**src/rtl/alu.sv**
```systemverilog
// 32-bit ALU with a built-in operand table; result and flags are registered
// together, giving one-cycle latency and a new operation every clock.
module alu (
  input  logic        clk,
  input  logic        rst,
  input  logic [2:0]  ALU_OP,
  input  logic [2:0]  AB_SW,
  output logic [31:0] F,
  output logic        OF,
  output logic        ZF
);

  logic [31:0] a, b;
  logic [31:0] sum, diff;
  logic [31:0] f_d, f_q;
  logic        of_d, of_q;
  logic        zf_d, zf_q;

  always_comb begin
    a = 32'h0000_0000;
    b = 32'h0000_0000;
    case (AB_SW)
      3'b000: begin a = 32'h0000_0000; b = 32'h0000_0000; end
      3'b001: begin a = 32'h0000_0003; b = 32'h0000_0607; end
      3'b010: begin a = 32'h8000_0000; b = 32'h8000_0000; end
      3'b011: begin a = 32'h7FFF_FFFF; b = 32'h7FFF_FFFF; end
      3'b100: begin a = 32'h8000_0000; b = 32'hFFFF_FFFF; end
      3'b101: begin a = 32'hFFFF_FFFF; b = 32'h8000_0000; end
      3'b110: begin a = 32'hFFFF_FFFF; b = 32'hFFFF_FFFF; end
      default: begin a = 32'h1234_5678; b = 32'h3333_2222; end
    endcase
  end

  assign sum  = a + b;
  assign diff = a - b;

  always_comb begin
    f_d  = 32'h0000_0000;
    of_d = 1'b0;
    case (ALU_OP)
      3'b000: f_d = a & b;
      3'b001: f_d = a | b;
      3'b010: f_d = a ^ b;
      3'b011: f_d = ~(a | b);
      3'b100: begin
        f_d  = sum;
        of_d = (a[31] == b[31]) && (sum[31] != a[31]);
      end
      3'b101: begin
        f_d  = diff;
        of_d = (a[31] != b[31]) && (diff[31] != a[31]);
      end
      // Signed compare rather than diff[31], so overflowing subtracts stay correct.
      3'b110: f_d = {31'd0, ($signed(a) < $signed(b))};
      default: f_d = b << a[4:0];
    endcase
    zf_d = (f_d == 32'h0000_0000);
  end

  always_ff @(posedge clk or posedge rst) begin
    if (rst) begin
      f_q  <= 32'h0000_0000;
      of_q <= 1'b0;
      zf_q <= 1'b1;
    end else begin
      f_q  <= f_d;
      of_q <= of_d;
      zf_q <= zf_d;
    end
  end

  assign F  = f_q;
  assign OF = of_q;
  assign ZF = zf_q;

endmodule

```
**config.mk**
```make
export PLATFORM = sky130hd
export DESIGN_NAME = alu
export DESIGN_NICKNAME = d
export VERILOG_FILES = /design/src/rtl/alu.sv
export SDC_FILE = /design/constraint.sdc
export NUM_CORES = 1
export LEC_CHECK = 0
export ABC_AREA = 0
export ABC_CLOCK_PERIOD_IN_PS = 1400
export CAP_MARGIN = 20
export CELL_PAD_IN_SITES_DETAIL_PLACEMENT = 0
export CELL_PAD_IN_SITES_GLOBAL_PLACEMENT = 1
export CORE_ASPECT_RATIO = 0.5
export CORE_UTILIZATION = 30
export CTS_BUF_LIST = sky130_fd_sc_hd__clkbuf_4 sky130_fd_sc_hd__clkbuf_8 sky130_fd_sc_hd__clkbuf_16
export CTS_CLUSTER_DIAMETER = 150
export DETAILED_ROUTE_END_ITERATION = 6
export MAX_ROUTING_LAYER = met4
export PLACE_DENSITY_LB_ADDON = 0.1
export SETUP_SLACK_MARGIN = 0.4
export SKIP_LAST_GASP = 1
export SYNTH_ARGS = -nofsm -noshare
export SYNTH_HDL_FRONTEND = slang
export SYNTH_SLANG_ARGS = --single-unit
```
**constraint.sdc**
```tcl
create_clock -name clk -period 1.4 [get_ports clk]
set_input_delay 0.21 -clock clk [delete_from_list [all_inputs] [get_ports clk]]
set_output_delay 0.21 -clock clk [all_outputs]
set_load 0.03 [all_outputs]
```
==> metrics.txt <==
Post-synth EDFFs=0; IO buf count=~40; Final nets=approximately 980; CTS max path bufs=2; Worst setup EP type=flop; n_diodes=0; Hold Path Class=in2async; worst setup path class=in2reg; cell taking the most area after synthesis=dfrtp_1; Total Routing Usage GR=35.0%; largest net degree at the start of global routing=35; pre-CTS setup slack=-2.81 ns; CP max FO=5; Die Ht=87.6 microns; Final Max Slew Viols=0; Area Overhead vs Synth=111%; crit start category=input port; initial antenna violation count=1; mux contribution to synthesized area=under 10%; vias in the first global route=approximately 6,200; most common cell after layout, fill and taps aside=buf_4; die area=about 15,000 sq um; vias per cell=5.60; half-perimeter wire length after placement=roughly 20,000 microns; WL/cell=approximately 22 microns; Synth Area in Compound Gates=35.6%; pwr/cell area=842 nW/um^2; Site Rows=30; via count=approximately 6,400; Post-Synthesis Net Count=~640; largest family of logic cells by synthesized area=compound AO/OA/AOI/OAI gates; XOR/XNOR Fraction of Synth Area=3.81%; width of the die=~170 microns; CTS Buf Count=5; DRC errors left=0; Starting Density=a little under a third; core area=about 14,000 sq um; Hold Slack=0.291 ns; Synth Cell Area=roughly 4400 sq um; H-tree Lvls=2; Max VDD drop=0.705 mV; ys flop type=dfrtp_1; top post-synthesis cells by area=dfrtp_1, ha_1, o21ai_0; asr flop ratio synth=between 90% and 100%; Rel. slew slack=between 30% and 40%; share of cells above drive strength 1=between 60% and 70%; Ports=42; WP data required=between 1.5 and 2 ns; global route overflow=0; Adder-Cell Fraction of Synth Area=slightly below 9%; Simple-Gate Fraction of Synth Area=approximately 25%; drt total wl=between 20,000 and 30,000 microns; Power Total=7800 uW; max_cap viols=0; CTS sink count=34; Mapped Cells=603; Pre-Repair DR Iteration Count=5; fin worst setup slack=-2.08 ns; top-area cell type share of the netlist area=18.8%; Pleak=0.00412 uW; antenna-violating nets left=0; Slew @ Worst Pin=0.905 ns; status=complete, but fails checks; Yosys warning count=0; Clock Pin Slew Worst Setup and Hold Paths=~0.050 ns; Clock Root Buffer=clkbuf_16; commonest cells after routing, fill and taps aside=buf_4, buf_6, nand2_1; final setup fails=33; Fin. Hold Viols=0; Crit path arrival time=3.65 ns; Synth Area per Inst=roughly 7.3 sq um; failing checks=negative setup slack; crit share post-route=248%; Max Fclk=around 0.29 GHz; sequential area share after synthesis=between 10% and 20%; post-layout minimum cycle time=roughly 3.5 ns; Yosys reg bits=34; first-pass GRT wire length=38,400 microns; drt initial violations=432; RSZ-0062 raised after global routing=yes; CTS tree=yes; Final Wtd Congestion=between 1 and 1.5; Distinct cells, synth=73
[critical path, cell delays in order]
cell	delay [ns]
buf_8	0.10
buf_6	0.11
buf_6	0.12
a21oi_4	0.18
nor2_4	0.08
buf_6	0.13
ha_4	0.27
a211oi_2	0.04
or3_4	0.39
nand2b_4	0.16
nand2b_4	0.14
a21o_1	0.18
ha_4	0.16
a211oi_2	0.25
o21ai_1	0.12
a41oi_2	0.20
a21oi_2	0.11
or4_1	0.50
nor4_2	0.19
[cell families (layout without fill, tap and decap cells)]
group | Yosys count | after routing
buf+inv | 72 | 415
xor+xnor | 17 | 17
compound gates | 229 | 229
fa+ha+maj | 30 | 30
mux | 5 | 5
simple gates | 216 | 216
flops | 34 | 34
[what timing repair did]
action                     CTS  global route
hold buffers                 0             0
setup endpoints to repair   68            68
buffers inserted            50            23
pin swaps                   75            55
resized for setup          422           122
[Yosys cell counts, drive strengths merged, types with 6 or more instances]
master,number
nand2,69
o21ai,60
a21oi,46
nor2,36
dfrtp,33
clkbuf,31
ha,29
inv,23
nand3,23
a211oi,17
o211ai,17
xnor2,17
buf,15
nor2b,15
nor3,14
o31ai,13
a31oi,12
nand2b,10
or3,9
a21o,8
a211o,6
a221oi,6
[registers in the layout, summed over array words and instances (netlist names)]
register,cells
F,32
OF,1
ZF,1
[power by group]
group / switching (uW) / internal (uW)
sequential: 72.2 / 1130
combinational: 2830 / 2690
clock: 349 / 722
total: 3250 / 4550
[metal layers]
metal	track usage [%]	wire [microns]	part of all wire [%]
met1	47.9	11700	46
met2	51.9	10600	42
met3	7.90	2630	10
met4	9.17	595	2.3
met5	-	0	0
[area by class of cell]
class	count	area (sq um)
clock buffers	7	146
clock inverters	1	5.00
fillers	1170	4670
inverters	26	121
multi-input cells	497	4530
flip-flops and latches	34	852
well taps	192	240
repair buffers	381	3370
[path summary, 6_finish.rpt]
path	startpoint	end	slack (ns)	depth (start not counted)
max	AB_SW[1]	ZF	-2.08	19
max in group asynchronous	rst	ZF	0.87	3
min in group clk	AB_SW[1]	OF	0.60	5
min	rst	F[19]	0.29	3
[stage by stage]
stage | util, % | setup TNS (ns) | cells | cell area [sq um]
2_1_floorplan | - | -35.08 | 603 | 4870
3_3_place_gp | 51.7 | -66.25 | 1057 | 7200
3_5_place_dp | 51.7 | -66.68 | 1057 | 7200
4_1_cts | 61.5 | -39.09 | 1115 | 8560
5_1_grt | 66.5 | -43.73 | 1138 | 9260
6_report | 66.5 | -41.24 | 1138 | 9260
Note: power is estimated with default switching activity, not from simulation.
